`src/rtl/uart_tx_pkg.sv`:
```
// Shared UART encodings: serializer FSM states, parity sense and line idle level.
// Imported by both the TX serializer and the RX deserializer so the two always agree.
package uart_tx_pkg;

  typedef enum logic [2:0] {
    ST_IDLE   = 3'd0,
    ST_START  = 3'd1,
    ST_DATA   = 3'd2,
    ST_PARITY = 3'd3,
    ST_STOP1  = 3'd4,
    ST_STOP2  = 3'd5
  } tx_state_e;

  localparam logic PAR_EVEN      = 1'b0;
  localparam logic PAR_ODD       = 1'b1;
  localparam logic TX_IDLE_LEVEL = 1'b1;

endpackage

```
`src/rtl/uart_bit_timer.sv`:
```
// Serial bit timer: counts PRESCALE cycles per bit and strobes o_bit_end on the last cycle of each bit.
// Reload value is captured on i_load; while not running the counter sits at the reload value.
module uart_bit_timer #(
  parameter int PRESCALE_WIDTH = 8
) (
  input  logic                      i_clk,
  input  logic                      i_rst,
  input  logic                      i_load,
  input  logic                      i_run,
  input  logic [PRESCALE_WIDTH-1:0] i_prescale,
  output logic                      o_bit_end
);

  logic [PRESCALE_WIDTH-1:0] r_reload;
  logic [PRESCALE_WIDTH-1:0] r_cnt;
  logic [PRESCALE_WIDTH-1:0] w_load_val;

  // A prescale of zero behaves like one cycle per bit.
  assign w_load_val = (i_prescale == '0) ? '0 : (i_prescale - PRESCALE_WIDTH'(1));
  assign o_bit_end  = i_run && (r_cnt == '0);

  always_ff @(posedge i_clk) begin
    if (i_rst) begin
      r_reload <= '0;
      r_cnt    <= '0;
    end else if (i_load) begin
      r_reload <= w_load_val;
      r_cnt    <= w_load_val;
    end else if (o_bit_end) begin
      r_cnt <= r_reload;
    end else if (i_run) begin
      r_cnt <= r_cnt - PRESCALE_WIDTH'(1);
    end else begin
      r_cnt <= r_reload;
    end
  end

endmodule

```
`src/rtl/uart_tx_frame_serializer.sv`:
```
// UART frame serializer: start, 1..DATA_LENGTH data bits, optional parity, 1-2 stop bits; first bit on TX_OUT one cycle after accept.
// Accepts only in IDLE (ready); Data_Valid while busy is dropped, so upstream holds it until ready.
module uart_tx_frame_serializer
  import uart_tx_pkg::*;
#(
  parameter int  DATA_LENGTH    = 8,
  parameter int  PRESCALE_WIDTH = 8,
  localparam int LW             = $clog2(DATA_LENGTH) + 1
) (
  input  logic                      CLK,
  input  logic                      RST,
  input  logic [DATA_LENGTH-1:0]    P_DATA,
  input  logic                      Data_Valid,
  output logic                      ready,
  input  logic [LW-1:0]             CFG_LEN,
  input  logic                      PAR_EN,
  input  logic                      PAR_TYP,
  input  logic                      MSB_FIRST,
  input  logic                      STOP2,
  input  logic [PRESCALE_WIDTH-1:0] PRESCALE,
  output logic                      TX_OUT,
  output logic                      busy,
  output logic                      frame_done
);

  tx_state_e r_state;
  tx_state_e w_next;

  logic [DATA_LENGTH-1:0] r_shift;
  logic [DATA_LENGTH-1:0] w_shift_d;
  logic [LW-1:0]          r_dcnt;
  logic [LW-1:0]          w_len;
  logic [LW-1:0]          w_sh_amt;
  logic                   r_par;
  logic                   w_par_d;
  logic                   r_par_en;
  logic                   r_msb;
  logic                   r_stop2;
  logic                   r_tx;
  logic                   r_busy;
  logic                   r_done;
  logic                   w_tx_d;
  logic                   w_accept;
  logic                   w_run;
  logic                   w_bit_end;
  logic                   w_cur_bit;
  logic                   w_cur_bit_d;
  logic                   w_last_data;

  assign ready      = (r_state == ST_IDLE);
  assign w_accept   = Data_Valid && ready;
  assign w_run      = (r_state != ST_IDLE);
  assign TX_OUT     = r_tx;
  assign busy       = r_busy;
  assign frame_done = r_done;

  // Out-of-range lengths fall back to the full word.
  assign w_len = ((CFG_LEN == '0) || (CFG_LEN > LW'(DATA_LENGTH))) ? LW'(DATA_LENGTH) : CFG_LEN;
  // MSB-first words are pre-aligned to the top so the outgoing bit is always at a fixed position.
  assign w_sh_amt = LW'(DATA_LENGTH) - w_len;

  assign w_cur_bit   = r_msb ? r_shift[DATA_LENGTH-1] : r_shift[0];
  assign w_cur_bit_d = r_msb ? w_shift_d[DATA_LENGTH-1] : w_shift_d[0];
  assign w_last_data = (r_dcnt == LW'(1));

  uart_bit_timer #(
    .PRESCALE_WIDTH(PRESCALE_WIDTH)
  ) u_bit_timer (
    .i_clk     (CLK),
    .i_rst     (RST),
    .i_load    (w_accept),
    .i_run     (w_run),
    .i_prescale(PRESCALE),
    .o_bit_end (w_bit_end)
  );

  always_comb begin
    w_next = r_state;
    case (r_state)
      ST_IDLE:   if (w_accept) w_next = ST_START;
      ST_START:  if (w_bit_end) w_next = ST_DATA;
      ST_DATA:   if (w_bit_end && w_last_data) w_next = r_par_en ? ST_PARITY : ST_STOP1;
      ST_PARITY: if (w_bit_end) w_next = ST_STOP1;
      ST_STOP1:  if (w_bit_end) w_next = r_stop2 ? ST_STOP2 : ST_IDLE;
      ST_STOP2:  if (w_bit_end) w_next = ST_IDLE;
      default:   w_next = ST_IDLE;
    endcase
  end

  // Parity seed is the odd/even sense, so the accumulated value is already the parity bit.
  always_comb begin
    w_shift_d = r_shift;
    w_par_d   = r_par;
    if (w_accept) begin
      w_shift_d = MSB_FIRST ? (P_DATA << w_sh_amt) : P_DATA;
      w_par_d   = (PAR_TYP == PAR_ODD);
    end else if ((r_state == ST_DATA) && w_bit_end) begin
      w_shift_d = r_msb ? {r_shift[DATA_LENGTH-2:0], 1'b0} : {1'b0, r_shift[DATA_LENGTH-1:1]};
      w_par_d   = r_par ^ w_cur_bit;
    end
  end

  always_comb begin
    w_tx_d = TX_IDLE_LEVEL;
    case (w_next)
      ST_START:  w_tx_d = 1'b0;
      ST_DATA:   w_tx_d = w_cur_bit_d;
      ST_PARITY: w_tx_d = w_par_d;
      default:   w_tx_d = TX_IDLE_LEVEL;
    endcase
  end

  always_ff @(posedge CLK) begin
    if (RST) begin
      r_state  <= ST_IDLE;
      r_tx     <= TX_IDLE_LEVEL;
      r_busy   <= 1'b0;
      r_done   <= 1'b0;
      r_shift  <= '0;
      r_par    <= 1'b0;
      r_dcnt   <= '0;
      r_par_en <= 1'b0;
      r_msb    <= 1'b0;
      r_stop2  <= 1'b0;
    end else begin
      r_state <= w_next;
      r_tx    <= w_tx_d;
      r_busy  <= (w_next != ST_IDLE);
      r_done  <= (r_state != ST_IDLE) && (w_next == ST_IDLE);
      r_shift <= w_shift_d;
      r_par   <= w_par_d;
      if (w_accept) begin
        r_dcnt   <= w_len;
        r_par_en <= PAR_EN;
        r_msb    <= MSB_FIRST;
        r_stop2  <= STOP2;
      end else if ((r_state == ST_DATA) && w_bit_end) begin
        r_dcnt <= r_dcnt - LW'(1);
      end
    end
  end

endmodule

```
`config.mk`:
```
export PLATFORM = sky130hd
export DESIGN_NAME = uart_tx_frame_serializer
export DESIGN_NICKNAME = d
export VERILOG_FILES = /design/src/rtl/uart_tx_pkg.sv /design/src/rtl/uart_bit_timer.sv /design/src/rtl/uart_tx_frame_serializer.sv
export SDC_FILE = /design/constraint.sdc
export NUM_CORES = 1
export LEC_CHECK = 0
export ABC_AREA = 1
export CORE_ASPECT_RATIO = 1.4
export CORE_MARGIN = 10
export CORE_UTILIZATION = 60
export DETAILED_ROUTE_END_ITERATION = 10
export PLACE_DENSITY = 0.87
export SETUP_SLACK_MARGIN = 0.3
export SYNTH_ARGS = -nofsm -noshare
export SYNTH_HDL_FRONTEND = slang
export SYNTH_SLANG_ARGS = --single-unit
```
`constraint.sdc`:
```
create_clock -name CLK -period 5.1 [get_ports CLK]
set_input_delay 1.275 -clock CLK [delete_from_list [all_inputs] [get_ports CLK]]
set_output_delay 1.275 -clock CLK [all_outputs]
set_load 0.005 [all_outputs]
```
==> results.md <==
- Skew-Pair Late Insertion Delay: 0.30 ns
- CP Launch Point: CFG_LEN[0]
- Post-synthesis sequential area ratio: 0.309
- P_int: 0.782 mW
- Die width: 74.1 um
- Die area: 7090 um2
- Share of layout cells above drive strength 1: 0.0873
- Filler Cell Count: 349
- Critical Path Fanout Max: 13
- EDFF count, synth: 0
- Hold Path End: r_stop2
- Hold Path Depth: 2
- Final setup fails: 0
- Post-CTS sizing: 0
- Max H-tree Level: 2
- Global-route wire length before repair: 11.0 mm
- Max cap viols: 0
- NumNets Final: 434
- CTS tree: built
- Kind of end point of the critical path: flip-flop
- Residual DRC count: 0
- Wire length per cell: 14.2 um
- Final max-slew violation count: 0
- Area leader, netlist: dfxtp_1
- Unrepaired setup endpoints after global routing: no
- Max_slew headroom: 0.424
- Peak supply drop: 0.475 mV
- Reg2reg end: u_bit_timer.r_cnt[7]
- Num CTS Buffers: 5
- Sequential fraction of design power: 0.321
- Vias in the first global route: 2474
- DR iter-0 viols: 203
- Die span in y: 95.7 um
- Worst-Margin Slew: 0.861 ns
- Switching part of the total: 0.449
- Synth top area share: 0.309
- Final Instance Count excl. Fillers: 444
- Drt total wl: 6.31 mm
- Static Leak: 1.24 nW
- Synth warnings: 0
- Setup CP Type: input port to flip-flop
- Required time of the critical path: 5.30 ns
- GRT Overall Usage: 0.189
- Worst hold start: r_stop2
- Clock Power Share: 0.142
- Max Buffers Root-to-Sink: 2
- Pin count of the biggest net entering global routing: 27
- Setup bufs post-CTS: 0
- DP HPWL: 4.83 mm
- Worst Hold Class: flip-flop to flip-flop
- Worst Hold Slack: 0.457 ns
- Layout area overhead: 15.7%
- Combinational Power Share: 0.537
- Fmax: 285 MHz
- Hold Vio Cnt, Final: 0
- Avg Inst Size Synth: 6.59 um2
- Row cnt: 27
- Area contributors post-synth: dfxtp_1 31%, nand2_1 16%, a21oi_1 6.5%, nand3_1 6.1%, inv_1 5.3%
- Clock Pin Slew Worst Setup and Hold Paths: 0.07 ns
- Synth async-reset ratio: 0
- Startpoint types: input port
- Mapped Nets: 406
- Initial antenna violation count: 0
- IO Pins: 31
- Clock root cell: clkbuf_8
- FF-to-FF Start: r_state[0]
- Outcome: complete, no violations
- Router iterations before antenna repair: 5
- Mapped cell area: 2460 um2
- # port buffers: 30
- DR vias: 2524
- Ys flop type: dfxtp_1
- Worst Skew: 0.00641 ns
- Synth unique cells: 37
- Synth Instances: 373
- GRT overflow: 0
- Reg2Reg Depth: 11
- Routability cong.: 0.939
- ANT nets after route: 0
- P_sw: 0.638 mW
- Setup TNS Final: 0 ns
- Tmin final: 3.51 ns
- Post-synthesis register bit count: 38
- Reg2reg setup slack: 2.64 ns
- Total clock sinks: 38
- Core ar.: 3950 um2
- Worst Path Arrival: 3.70 ns
- Tcrit/Tclk final: 0.688
- Ant diodes: 0
- Cell Pwr Density: 499 nW/um2
- Post-DR vias/cell: 5.68
- # placed instances: 437
- Hold buffers post-CTS: 0
- Starting density of the core: 0.622
[registers in the layout (all words and copies together) (netlist names)]
name	count
frame_done	1
u_bit_timer.r_cnt	8
TX_OUT	1
r_par	1
r_stop2	1
r_msb	1
r_dcnt	4
r_shift	8
u_bit_timer.r_reload	8
r_par_en	1
busy	1
r_state	3
[power groups by stage]
| stage | clock network [mW] | registers [mW] | logic, mW |
|---|---|---|---|
| finish | 0.201 | 0.456 | 0.763 |
| global route | 0.216 | 0.467 | 0.868 |
| CTS | 0.201 | 0.453 | 0.761 |
| detailed placement | 0 | 0.460 | 0.752 |
| global placement | 0 | 0.454 | 0.733 |
| floorplan | 0 | 0.444 | 0.588 |
[cells in the final DEF (no fill, tap or decap), types with 3 or more instances in the layout]
master,instances
xor2_1,6
inv_2,5
nand2_4,3
clkdlybuf4s50_1,30
nor3_1,6
nor2_1,28
nand2_2,5
nand4_1,7
xnor2_1,6
or2_2,3
o21ai_0,14
o211ai_1,7
clkbuf_8,5
o21ai_1,4
ha_1,6
a21oi_1,32
dfxtp_1,38
nand2_1,103
nor2_2,4
nand3_1,30
inv_1,35
[kinds of logic after synthesis]
logic type               Yosys count  share of synthesized area
AND/OR/NAND/NOR                  195                      0.365
AO/OA/AOI/OAI                     69                      0.163
buffers and inverters             53                     0.0896
flip-flops                        38                      0.309
XOR/XNOR                          12                     0.0427
adder cells (fa/ha/maj)            6                     0.0305
[metrics by stage]
| stage | worst slack [ns] | total power, mW | area, um2 | utilization |
|---|---|---|---|---|
| floorplan | 2.15 | 1.03 | 2460 | - |
| global route | 1.36 | 1.55 | 2850 | 0.720 |
| detailed placement | 1.33 | 1.21 | 2770 | 0.700 |
| global placement | 1.45 | 1.19 | 2770 | 0.700 |
| CTS | 1.62 | 1.41 | 2850 | 0.720 |
| finish | 1.59 | 1.42 | 2850 | 0.720 |
[layout make-up]
| type | instances | area [um2] | share of cell area |
|---|---|---|---|
| clock inverter | 1 | 7.51 | 0.00264 |
| multi-input combinational | 282 | 1480 | 0.519 |
| clock buffer | 6 | 72.6 | 0.0255 |
| timing repair buffer | 32 | 315 | 0.111 |
| inverter | 42 | 158 | 0.0554 |
| sequential | 38 | 761 | 0.267 |
| tap | 43 | 53.8 | 0.0189 |
[critical path: stages]
cell and delay, ns:
clkdlybuf4s50_1 0.54, nor2_2 0.21, nand2_2 0.09, nand2_4 0.10
nand3_4 0.17, ha_1 0.48, inv_1 0.23, nand3_1 0.13
nand3_1 0.10, nand3_1 0.10, nand3_1 0.11, nand2_1 0.05
nand2_1 0.05, nand2_1 0.04
[how the worst max path moves through the flow]
stage                   to  depth (start not counted)
detailed placement  TX_OUT                         14
CTS                 TX_OUT                         14
global placement    TX_OUT                         14
finish              TX_OUT                         14
global route        TX_OUT                         14
floorplan           TX_OUT                         15
[cells in the mapped netlist (2+ instances only)]
cell,n
nand2_1,103
nand4_1,7
o21ai_0,14
a21boi_1,2
o211ai_1,7
o21ai_1,4
a21oi_2,2
a31oi_1,2
nand2_4,3
buf_6,2
xor2_1,6
clkinv_1,2
nor2_4,2
inv_1,35
nor2_1,28
ha_1,6
a21oi_1,32
clkbuf_1,6
o22ai_1,2
or2_2,3
xnor2_1,6
buf_2,2
nor2_2,4
dfxtp_1,38
nor3_1,6
nand2_2,5
inv_2,5
nand3_1,30
[layer usage]
layer,up-vias,wire (um),track usage
met2,89,3450,0.350
met5,-,0,0
li1,1269,-,-
met4,0,125,0.0717
met3,17,360,0.0505
met1,1149,2380,0.195
Note: power is estimated with default switching activity, not from simulation.
